`config.mk`:
```
export PLATFORM = sky130hd
export DESIGN_NAME = mipi_hs_lane_tx
export DESIGN_NICKNAME = d
export VERILOG_FILES = /design/src/rtl/mipi_hs_lane_tx.sv
export SDC_FILE = /design/constraint.sdc
export NUM_CORES = 1
export LEC_CHECK = 0
export ABC_AREA = 1
export CAP_MARGIN = 10
export CORE_MARGIN = 2
export CORE_UTILIZATION = 35
export CTS_BUF_LIST = sky130_fd_sc_hd__clkbuf_4
export DETAILED_ROUTE_END_ITERATION = 6
export HOLD_SLACK_MARGIN = 0.02
export PLACE_DENSITY_LB_ADDON = 0.1
export SYNTH_ARGS = -nofsm -noshare
export SYNTH_HDL_FRONTEND = slang
export SYNTH_SLANG_ARGS = --single-unit
```
`constraint.sdc`:
```
create_clock -name byte_clk -period 6.05 [get_ports byte_clk]
set_input_delay 0.9075 -clock byte_clk [delete_from_list [all_inputs] [get_ports byte_clk]]
set_output_delay 0.9075 -clock byte_clk [all_outputs]
set_load 0.01 [all_outputs]
```
`src/rtl/mipi_hs_lane_tx.sv`:
```
// D-PHY HS lane transmitter: frames a payload stream into one HS burst
// (zeros, sync, payload, trailer) with an optional 0-7 bit delay.
module mipi_hs_lane_tx #(
    parameter int unsigned ZERO_BYTES  = 2,
    parameter int unsigned TRAIL_BYTES = 2,
    parameter logic [7:0]  SYNC_BYTE   = 8'hB8
) (
    input  logic       byte_clk,
    input  logic       sys_rst,
    input  logic       tx_req,
    input  logic [2:0] bit_offset,
    input  logic [7:0] tx_data,
    input  logic       tx_valid,
    input  logic       tx_last,
    output logic       tx_ready,
    output logic [7:0] lane_data,
    output logic       lane_valid,
    output logic       busy,
    output logic       underflow
);

    typedef enum logic [2:0] {
        S_IDLE,
        S_ZERO,
        S_SYNC,
        S_DATA,
        S_TRAIL,
        S_FLUSH
    } state_t;

    localparam logic [3:0] ZERO_LAST  = 4'(ZERO_BYTES - 1);
    localparam logic [3:0] TRAIL_LAST = 4'(TRAIL_BYTES - 1);

    state_t      state_q, state_d;
    state_t      trail_exit;
    logic [2:0]  off_q, off_d;
    logic [3:0]  cnt_q, cnt_d;
    logic        last_bit_q, last_bit_d;
    logic [7:0]  hist_q, hist_d;
    logic [7:0]  lane_data_q, lane_data_d;
    logic        lane_valid_q, lane_valid_d;
    logic        busy_q, busy_d;
    logic [7:0]  raw;
    logic        raw_valid;
    logic [7:0]  trailer;
    logic [15:0] window;

    assign trailer = {8{~last_bit_q}};

    always_comb begin
        state_d    = state_q;
        off_d      = off_q;
        cnt_d      = cnt_q;
        last_bit_d = last_bit_q;
        hist_d     = hist_q;
        raw        = '0;
        raw_valid  = 1'b0;
        tx_ready   = 1'b0;
        underflow  = 1'b0;
        trail_exit = (off_q != '0) ? S_FLUSH : S_IDLE;

        case (state_q)
            S_IDLE: begin
                if (tx_req) begin
                    state_d = S_ZERO;
                    off_d   = bit_offset;
                    cnt_d   = '0;
                end
            end
            S_ZERO: begin
                raw_valid = 1'b1;
                if (cnt_q == ZERO_LAST) begin
                    state_d = S_SYNC;
                end else begin
                    cnt_d = cnt_q + 4'd1;
                end
            end
            S_SYNC: begin
                raw        = SYNC_BYTE;
                raw_valid  = 1'b1;
                last_bit_d = SYNC_BYTE[7];
                state_d    = S_DATA;
            end
            S_DATA: begin
                tx_ready  = 1'b1;
                raw_valid = 1'b1;
                if (tx_valid) begin
                    raw        = tx_data;
                    last_bit_d = tx_data[7];
                    if (tx_last) begin
                        state_d = S_TRAIL;
                        cnt_d   = '0;
                    end
                end else begin
                    // Starved lane: this cycle already counts as the first trailer byte
                    raw       = trailer;
                    underflow = 1'b1;
                    cnt_d     = 4'd1;
                    state_d   = (TRAIL_BYTES == 1) ? trail_exit : S_TRAIL;
                end
            end
            S_TRAIL: begin
                raw       = trailer;
                raw_valid = 1'b1;
                if (cnt_q == TRAIL_LAST) begin
                    state_d = trail_exit;
                end else begin
                    cnt_d = cnt_q + 4'd1;
                end
            end
            S_FLUSH: begin
                raw       = trailer;
                raw_valid = 1'b1;
                state_d   = S_IDLE;
            end
            default: state_d = S_IDLE;
        endcase

        // hist stays cleared through IDLE, so every burst starts from zero history
        if (raw_valid) begin
            hist_d = raw;
        end else if (state_q == S_IDLE) begin
            hist_d = '0;
        end
    end

    assign window = {raw, hist_q};

    always_comb begin
        lane_data_d = '0;
        if (raw_valid) begin
            lane_data_d = (off_q == '0) ? raw : 8'(window >> (4'd8 - {1'b0, off_q}));
        end
        lane_valid_d = raw_valid;
        busy_d       = (state_d != S_IDLE);
    end

    always_ff @(posedge byte_clk) begin
        if (sys_rst) begin
            state_q      <= S_IDLE;
            off_q        <= '0;
            cnt_q        <= '0;
            last_bit_q   <= 1'b1;
            hist_q       <= '0;
            lane_data_q  <= '0;
            lane_valid_q <= 1'b0;
            busy_q       <= 1'b0;
        end else begin
            state_q      <= state_d;
            off_q        <= off_d;
            cnt_q        <= cnt_d;
            last_bit_q   <= last_bit_d;
            hist_q       <= hist_d;
            lane_data_q  <= lane_data_d;
            lane_valid_q <= lane_valid_d;
            busy_q       <= busy_d;
        end
    end

    assign lane_data  = lane_data_q;
    assign lane_valid = lane_valid_q;
    assign busy       = busy_q;

endmodule

```
# Word-level counts from Yosys, hierarchy flattened
# Cells that the tools add are included.
# word_totals
ff_bits	29
inputBits	16
out_inout_bits	12
# op_classes
bitwise	2
reduce_logical	14
eq_ne	10
n_addsub	2
n_shift	1
mux	23
# op_table
operator	count
8-bit two-way mux	4
8-bit case mux with 3 select lines	1
3-bit two-way mux	6
4-bit two-way mux	4
16-bit by 4-bit right shift with 8-bit output	1
3-bit case mux with 5 select lines	1
4-bit case mux with 3 select lines	1
3-bit nonzero test	3
3-bit by 2-bit equality test with 1-bit output (second input constant)	2
3-bit equality test (second input constant)	2
3-bit zero test	2
2-bit != test (second input constant)	3
2-bit OR reduction	3
1-bit two-way mux	5
5-bit OR reduction	1
4-bit by 1-bit adder with 4-bit output (second input constant)	1
4-bit by 1-bit equality test with 1-bit output (second input constant)	1
2-bit AND reduction	2
4-bit AND reduction	1
2-bit nonzero test	2
4-bit by 3-bit subtractor with 4-bit output (first input constant)	1
3-bit by 1-bit equality test with 1-bit output (second input constant)	1
3-bit != test (second input constant)	1
1-bit inverter	2
1-bit case mux with 2 select lines	1

# Longest topological paths before layout
# logic_depth
depth_word	5
mapped_depth	14
ltp_nobuf	12

# Worst setup path before layout
# No wires, ideal clock.
# synth_timing
path_type	input port to output port
startpoint	input tx_valid
endpoint	output underflow
cell_stages	2
required_time_ns	5.142
arrival_time_ns	1.268
path_slack_ns	3.874
n_path_buf	1
path_cell_list	buf_2 nor2_1
# synth_between
elab_chain_cells	2
# synth_lines
item	line	text
start: declaration	13	input logic tx_valid,
1-bit two-way mux	87	if (tx_valid) begin
1-bit two-way mux	62	case (state_q)
end: declaration	19	output logic underflow
# No other way between the ends.

# Final worst setup path
# Ends and elaborated chain as after synthesis.

==> run_results.csv <==
group,metric,value,unit
critical_path,critical_path.max_stage_delay,580,ps
critical_path,cpMaxStageDelayCell,"clkdlybuf4s50_1",
global_route,grt_usage,0.182,
cts,cts.path.max_buffers,2,
critical_path,cp.depth,3,
critical_path,r2r_end,"lane_data[3]$_SDFF_PP0_",
critical_path,crit_path_cell_trace,"clkdlybuf4s50_1 > nor2_1 > clkdlybuf4s50_1",
place,hpwl,4.31,mm
yosys,synth_nets,357,
yosys,synthAdderAreaFrac,0.0351,
detailed_routing,dr_total_vias,2185,
place,io_buffers,27,
layout,fin_cells,431,
critical_path,r2r_setup_slack,2830,ps
timing,slew_violations,0,
critical_path,crit_buf_inv,2,
die,die_y,82.1,um
cts,cts.htree.levels,2,
layout,final_nets,377,
timing,worst_slack,2810,ps
yosys,synth_area_per_cell,6.38,um2
yosys,synth_seq_area_share,0.272,
critical_path,critical-path-top-delay-family,"buffers and inverters",
layout,multi_input_area,0.00133,mm2
cts,clk_pin_slew,100,ps
yosys,synth_xor_area_frac,0,
layout,layout_common_cells,"nand2_1, nand3_1, inv_1",
yosys,async_flop_share,0,
cts,cts_hold_buf,0,
timing,skew,9.09,ps
timing,grt_setup_unrepaired,"no",
critical_path,cp-endpoint,"underflow",
critical_path,r2r-start,"off_q[0]$_SDFFE_PP0P_",
global_route,grt_max_degree,20,
critical_path,worst_ep_required_time,5140,ps
cts,cts_setup_buffers,0,
yosys,synth_area_leaders,"dfxtp_1, nand2_1, nand3_1, a21oi_1, inv_1",
layout,drive_gt1_frac,0.101,
yosys,synth_edf_count,0,
critical_path,reg2reg_depth,11,
detailed_routing,routed.top_layer,"met4",
layout,area_growth,17.1,%
timing,setup_violations,0,
critical_path,worstPathArrival,2330,ps
detailed_routing,drt-initial-drc-count,157,
detailed_routing,first_pass_iters,4,
critical_path,worstSetupStartpoint,"tx_valid",
layout,antenna_cells,0,
yosys,synth_top_area_cell,"dfxtp_1",
detailed_routing,drc,0,
timing,setup_tns,0,ps
die,rows,28,
detailed_routing,routedWlPerCell,12.9,um
global_route,gr-total-overflow,0,
critical_path,worstSetupPathType,"input pin to primary output",
timing,worstMarginPinSlew,777,ps
timing,timing.slew.headroom,0.481,
detailed_routing,finalWirelength,5.57,mm
pwr,p_per_area,222,mW/mm2
cts,root_buffer,"clkbuf_4",
place,place_congestion,0.891,
layout,ff_latch_area,581,um2
die,coreArea,0.00592,mm2
place,dpl.cell_count,423,
layout,fill_cells,661,
timing,hold_viol,0,
cts,clock_latency,340,ps
yosys,ys.flop_type,"dfxtp_1",
critical_path,cpMostUsedCell,"clkdlybuf4s50_1",
critical_path,startpoint_type,"input pin",
yosys,synth_top_family_by_area,"simple AND/OR/NAND/NOR gates",
cts,cts_tree,"done",
status,outcome,"finished, final reports clean",
timing,min_period_over_period,0.535,
global_route,antenna_found_initial,0,
detailed_routing,met1_length,2.71,mm
timing,period_minus_slack,3240,ps
die,io_pins,28,
yosys,synth_top_area_frac,0.272,
timing,fmax,309,MHz
pwr,leakage,1.07,nW
detailed_routing,dr_wl_met3,213,um
detailed_routing,routed_via_density,5.07,
cts,cts_inserted_buffers,5,
critical_path,crit_path_max_fanout,11,
yosys,syn-cell-area,0.00214,mm2
die,die_w,82.1,um
cts,cts.sinks,29,
yosys,synth_mux_area_frac,0.0187,
critical_path,setup.worst_path.end_class,"primary output",
die,initial_core_util,0.361,
worst_hold_path,hp-class,"register to register",
yosys,postSynthCellCount,335,
yosys,yosys.area_share.simple,0.401,
global_route,grt_pass1_wl,9.20,mm
layout,final_util,0.422,
yosys,ys_types,34,
run,max_cap_viol_count,0,
place,dp_slack,2800,ps
die,dieArea,0.00674,mm2
global_route,grt_pass1_vias,1955,
layout,final_common_cell,"nand2_1",
pwr,ir_drop,87.8,uV
detailed_routing,route.met2.wl,2.53,mm
yosys,yosys_warnings,0,
yosys,ys_ff_latch,29,
cts,cts_resized,0,
detailed_routing,final_antenna_net_count,0,
yosys,synth_compound_area_frac,0.169,
==> sequential cells by signal, summed over array words and instances (netlist names) <==
name and count:
busy 1, off_q 3, cnt_q 4, hist_q 8, last_bit_q 1, lane_valid 1
lane_data 8, state_q 3
==> worst min-delay path by stage <==
stage	to	slack, ps	startpoint	cells past startpoint
CTS	hist_q[0]$_SDFFE_PP0P_	470	hist_q[0]$_SDFFE_PP0P_	2
global route	hist_q[0]$_SDFFE_PP0P_	490	hist_q[0]$_SDFFE_PP0P_	2
global placement	hist_q[0]$_SDFFE_PP0P_	450	hist_q[0]$_SDFFE_PP0P_	2
finish	hist_q[0]$_SDFFE_PP0P_	480	hist_q[0]$_SDFFE_PP0P_	2
floorplan	hist_q[0]$_SDFFE_PP0P_	440	hist_q[0]$_SDFFE_PP0P_	2
detailed placement	hist_q[0]$_SDFFE_PP0P_	460	hist_q[0]$_SDFFE_PP0P_	2
==> power by group <==
part / internal (W) / switching [W]
logic: 0.0000669 / 0.000115
clock network: 0.0000855 / 0.0000784
registers: 0.000200 / 0.00000929
total: 0.000353 / 0.000203
==> synth_stat cells, types with 2 or more instances <==
| library cell | count |
|---|---|
| nor3b_1 | 2 |
| nor2_1 | 25 |
| nand2_1 | 79 |
| a21oi_1 | 30 |
| buf_4 | 3 |
| nand4_1 | 2 |
| nor3_1 | 4 |
| inv_1 | 34 |
| clkbuf_1 | 3 |
| ha_1 | 6 |
| inv_2 | 4 |
| nand3_2 | 11 |
| nor2_2 | 2 |
| dfxtp_1 | 29 |
| nand3_1 | 45 |
| a21oi_2 | 3 |
| nand2_2 | 3 |
| o21ai_1 | 6 |
| mux2i_1 | 4 |
| o21ai_0 | 20 |
| or2_2 | 2 |
| buf_1 | 2 |
| buf_2 | 5 |
==> cells by family after synthesis <==
kind of cell | count (synthesis)
AOI/OAI and AO/OA | 65
adders and majority gates | 6
buffers and inverters | 53
DFF | 29
muxes | 4
and+or+nand+nor | 178
==> worst reg2reg max path, stage by stage (launching register included) <==
cell and delay (ps):
dfxtp_1 840, inv_1 450, ha_1 330, ha_1 470
clkinv_1 290, nor2_1 350, inv_1 70, nor2_1 110
nor2_1 50, nand2_1 80, a21oi_1 40, nor2_1 80
==> layer usage <==
| metal | vias up | global-route usage |
|---|---|---|
| met3 | 11 | 0.0370 |
| met5 | - | 0 |
| li1 | 1144 | - |
| met4 | 0 | 0.0617 |
| met1 | 979 | 0.233 |
| met2 | 51 | 0.303 |
==> area by class of cell <==
cell class | count | area share
clock buffer | 5 | 0.0150
clock inverter | 3 | 0.0165
inverter | 39 | 0.0585
multi-input combinational | 253 | 0.532
sequential | 29 | 0.232
tap | 75 | 0.0375
timing repair buffer | 27 | 0.108
==> per-stage QoR <==
stage	cell area [um2]	power (W)	hold WS (ps)
global route	2500	0.000594	494
CTS	2500	0.000560	473
detailed placement	2420	0.000395	457
global placement	2420	0.000396	453
floorplan	2140	0.000348	436
finish	2500	0.000555	476
Power figures use the tool's default switching activity.
==> patch 1, RTL diff (same flow settings) <==
Make the reset (`sys_rst`) asynchronous in one clocked block.
--- a/src/rtl/mipi_hs_lane_tx.sv
+++ b/src/rtl/mipi_hs_lane_tx.sv
@@ -135,7 +135,7 @@
         busy_d       = (state_d != S_IDLE);
     end
 
-    always_ff @(posedge byte_clk) begin
+    always_ff @(posedge byte_clk or posedge sys_rst) begin
         if (sys_rst) begin
             state_q      <= S_IDLE;
             off_q        <= '0;
Behaviour: differs if sys_rst is asserted again (counterexample within 4 cycles, from zero or initial values and one cycle with sys_rst high); with sys_rst held inactive, the same outputs for 10 cycles.
==> patch 1 against the unedited design <==
  * Setup slack improved by 0.014 ns
  * Cell area decreased by 0.50%
  * Hold slack improved by 0.033 ns
  * Final cell count decreased by 1.2%
  * Sequential cell count unchanged
  * Register-to-register slack improved by 0.24 ns
  * Die area decreased by 0.28%
  * Critical path depth unchanged
  * Routed wire length decreased by 1.6%
  * Sequential share of layout area increased by 6.0 points
  * Via count decreased by 2.2%
  * Area after synthesis decreased by 0.29%
Power is not compared: it rests on default switching activity, and its combinational part moved more than twofold at a synthesized area within 25%.
==> patch 1: results (changes against the unedited design) <==
[yosys]
synthTopCellsByArea = dfrtp_1 33%, nand2_1 18%, nand3_1 13%  ; was dfxtp_1 27%, nand2_1 14%, nand3_1 11%
syn-num-nets = 352  ; was 357
ys.flop_type = dfrtp_1  ; was dfxtp_1
synth_mux_area_frac = 0  ; was 0.0187
synth-compound-area-share = 0.139  ; was 0.169
synth_xor_xnor_area_share = 0.00411  ; was 0
synthAdderAreaFrac = 0.0353  ; was 0.0351
synth_cell_types = 31  ; was 34
synth_commonest_cells = 101 x nand2_1, 55 x nand3_1, 43 x inv_1  ; was 79 x nand2_1, 45 x nand3_1, 34 x inv_1
yosysMostFrequentCell = nand2_1  ; unchanged
async_flop_share = 1.00  ; was 0
yosysSeqAreaShare = 0.341  ; was 0.272
syn_inst = 330  ; was 335

[worst_setup_path]
r2r-start = off_q[0]$_DFFE_PP0P_  ; was off_q[0]$_SDFFE_PP0P_
crit_fanout = 10  ; was 11
crit_arrival_ns = 2.31  ; was 2.33 ns
max_stage_delay_ns = 0.58  ; about the same
r2r_slack_ns = 3.07  ; was 2.83 ns
rr_worst_depth = 9  ; was 11
reg2reg_to = lane_data[2]$_DFF_PP0_  ; was lane_data[3]$_SDFF_PP0_

[hold_path]
hold_start = last_bit_q$_DFFE_PP1P_  ; was hist_q[0]$_SDFFE_PP0P_
min_to = last_bit_q$_DFFE_PP1P_  ; was hist_q[0]$_SDFFE_PP0P_

[route]
drc = 0  ; unchanged
first_iter_violations = 140  ; was 157
routedWlPerCell_um = 12.9  ; about the same
wl_met2_mm = 2.57  ; was 2.53 mm
routed_via_density = 5.02  ; was 5.07
route.layer.met1.wl_mm = 2.64  ; was 2.71 mm
wirelength_mm = 5.48  ; was 5.57 mm
met3_length_um = 161  ; was 213 um

[grt]
grt.total_usage = 0.182  ; about the same
grt_pass1_wl_mm = 9.30  ; was 9.20 mm
grt_max_degree = 30  ; was 20
grt_pass1_vias = 2002  ; was 1955

[timing]
hold-worst-slack_ns = 0.509  ; was 0.476 ns
fin_crit_ns = 3.22  ; was 3.24 ns
max-slew-margin-rel = 0.503  ; was 0.481
skew_ns = 0.00653  ; was 0.00909 ns
finalHoldViolCount = 0  ; unchanged

[placement]
placed_area_um2 = 2430  ; was 2420 um^2
post-place-ws_ns = 2.82  ; was 2.80 ns
dp_cells = 418  ; was 423
place_hpwl_mm = 4.25  ; was 4.31 mm
routabilityCongestion = 0.942  ; was 0.891
numPortBuffers = 27  ; unchanged

[layout]
drive_gt1_frac = 0.0484  ; was 0.101
fin_nets = 372  ; was 377

[run_status]
status = finished, final reports clean  ; unchanged

## patch 1: worst max-delay path: cells and delay by family
family / cells / cell delay (ns)
buffers and inverters: 2 / 1.15
AND/OR/NAND/NOR: 1 / 0.26
## patch 1: routing by layer
layer  up-vias  GRT usage
li1       1109          -
met4         0     0.0533
met2        33      0.303
met5         -          0
met3        11     0.0352
met1       985      0.237
## patch 1: kinds of logic after synthesis
logic type / Yosys count
adder cells (fa/ha/maj): 6
buffers and inverters: 60
AO/OA/AOI/OAI: 54
AND/OR/NAND/NOR: 180
XOR/XNOR: 1
flip-flops: 29
## patch 1: report_power, final
| group | internal, mW | switching [mW] |
|---|---|---|
| sequential | 0.261 | 0.0580 |
| combinational | 0.343 | 0.617 |
| clock | 0.0597 | 0.0686 |
## patch 1: layout make-up
cell class                      instances  area, um^2
Clock buffer                            8        60.1
Fill cell                             649        3400
Sequential cell                        29         727
Inverter                               45         169
Tap cell                               75        93.8
Multi-Input combinational cell        241        1160
Timing Repair Buffer                   28         278
==> patch 2, RTL diff (same settings) <==
Made on the original files. Re-encode `state_t` (6 states) as one-hot, 6 bits wide.
--- a/src/rtl/mipi_hs_lane_tx.sv
+++ b/src/rtl/mipi_hs_lane_tx.sv
@@ -19,13 +19,13 @@
     output logic       underflow
 );
 
-    typedef enum logic [2:0] {
-        S_IDLE,
-        S_ZERO,
-        S_SYNC,
-        S_DATA,
-        S_TRAIL,
-        S_FLUSH
+    typedef enum logic [5:0] {
+        S_IDLE  = 6'b000001,
+        S_ZERO  = 6'b000010,
+        S_SYNC  = 6'b000100,
+        S_DATA  = 6'b001000,
+        S_TRAIL = 6'b010000,
+        S_FLUSH = 6'b100000
     } state_t;
 
     localparam logic [3:0] ZERO_LAST  = 4'(ZERO_BYTES - 1);
Behaviour: no difference found for any inputs over 10 cycles, from zero or initial values and one cycle with sys_rst high; not proved beyond that.
==> patch 2 against the unedited design <==
  * Hold slack worse by 0.00051 ns
  * Routed wire length rose by 2.4%
  * Clock skew is essentially flat
  * Total power is 2.9% higher
  * Area after synthesis rose by 7.4%
  * Setup slack worse by 0.21 ns
  * Die area grew 7.1%
  * Cell area is 6.3% higher
  * Sequential cell count grew 3
  * Sequential share of layout area increased by 0.89 points
  * Critical path type is now flip-flop to flip-flop
  * Critical endpoint is now lane_data[1]$_SDFF_PP0_
  * Largest power group unchanged
==> patch 2: results (changes against the unedited design) <==
[pwr]
p_sw_frac = 0.361  ; was 0.365
pwr-share-clk = 0.298  ; was 0.295

[yosys]
synthTopCellsByArea = dfxtp_1 28%, nand2_1 14%, inv_1 8.8%  ; was dfxtp_1 27%, nand2_1 14%, nand3_1 11%
synth_cell_types = 32  ; was 34
syn-num-nets = 376  ; was 357
synth_xor_xnor_area_share = 0.00763  ; was 0
yosysSeqAreaShare = 0.279  ; was 0.272

[timing]
max-slew-margin-rel = 0.484  ; was 0.481
hold-worst-slack_ns = 0.476  ; about the same

[hold_path]
min_to = hist_q[2]$_SDFFE_PP0P_  ; was hist_q[0]$_SDFFE_PP0P_
hold_start = hist_q[2]$_SDFFE_PP0P_  ; was hist_q[0]$_SDFFE_PP0P_

[route]
route.vias.total = 2221  ; was 2185
first_iter_violations = 115  ; was 157
route.layer.met1.wl_mm = 2.72  ; was 2.71 mm

[grt]
grt.total_usage = 0.169  ; was 0.182
grt_pass1_wl_mm = 9.89  ; was 9.20 mm
grt_pass1_vias = 2060  ; was 1955
use_met3 = 0.0292  ; was 0.0370
grtUsageMet2 = 0.281  ; was 0.303

[layout]
n_fill_cell = 682  ; was 661
drive_gt1_frac = 0.140  ; was 0.101

[worst_setup_path]
crit_fanout = 19  ; was 11
rr_worst_depth = 9  ; was 11
cp_slowest_cell = dfxtp_1  ; was clkdlybuf4s50_1
max_stage_delay_ns = 0.84  ; was 0.58 ns
reg2reg_to = lane_data[1]$_SDFF_PP0_  ; was lane_data[3]$_SDFF_PP0_

[run_status]
status = finished, final reports clean  ; unchanged

[placement]
place_hpwl_mm = 4.48  ; was 4.31 mm
post-place-ws_ns = 2.65  ; was 2.80 ns

patch 2: cell types whose count changed after synthesis, moves of 4 or more:
cell	before	now
inv_1	34	54
nand3_1	45	31
nand2_2	3	12
nand2_1	79	85
o21ai_1	6	1
a21oi_1	30	26
nand4_1	2	6
o21ai_0	20	24
patch 2: worst max-delay path, delay by kind of cell (launching register included):
| family | cells | cell delay [ns] |
|---|---|---|
| AOI/OAI and AO/OA | 6 | 0.69 |
| DFF | 1 | 0.84 |
| buffers and inverters | 2 | 0.97 |
| adders and majority gates | 1 | 0.84 |
patch 2: through the flow:
step / instance area, um^2 / std cells
6_report: 2660 / 455
5_1_grt: 2660 / 455
3_3_place_gp: 2580 / 447
2_1_floorplan: 2290 / 356
3_5_place_dp: 2580 / 447
4_1_cts: 2660 / 455
patch 2: worst max-delay path by stage:
stage | to | slack [ns] | cells past startpoint | from
2_1_floorplan | lane_data[2]$_SDFF_PP0_ | 3.81 | 14 | off_q[0]$_SDFFE_PP0P_
4_1_cts | lane_data[1]$_SDFF_PP0_ | 2.63 | 9 | off_q[0]$_SDFFE_PP0P_
3_3_place_gp | lane_data[1]$_SDFF_PP0_ | 2.71 | 9 | off_q[0]$_SDFFE_PP0P_
3_5_place_dp | lane_data[1]$_SDFF_PP0_ | 2.65 | 9 | off_q[0]$_SDFFE_PP0P_
6_report | lane_data[1]$_SDFF_PP0_ | 2.61 | 9 | off_q[0]$_SDFFE_PP0P_
5_1_grt | lane_data[1]$_SDFF_PP0_ | 2.17 | 9 | off_q[0]$_SDFFE_PP0P_
patch 2: layout make-up:
class                           count  share of cell area
Multi-Input combinational cell    252               0.508
Clock inverter                      3              0.0160
Clock buffer                        5              0.0141
Sequential cell                    32               0.241
Tap cell                           77              0.0363
Timing Repair Buffer               27               0.102
Inverter                           59              0.0833
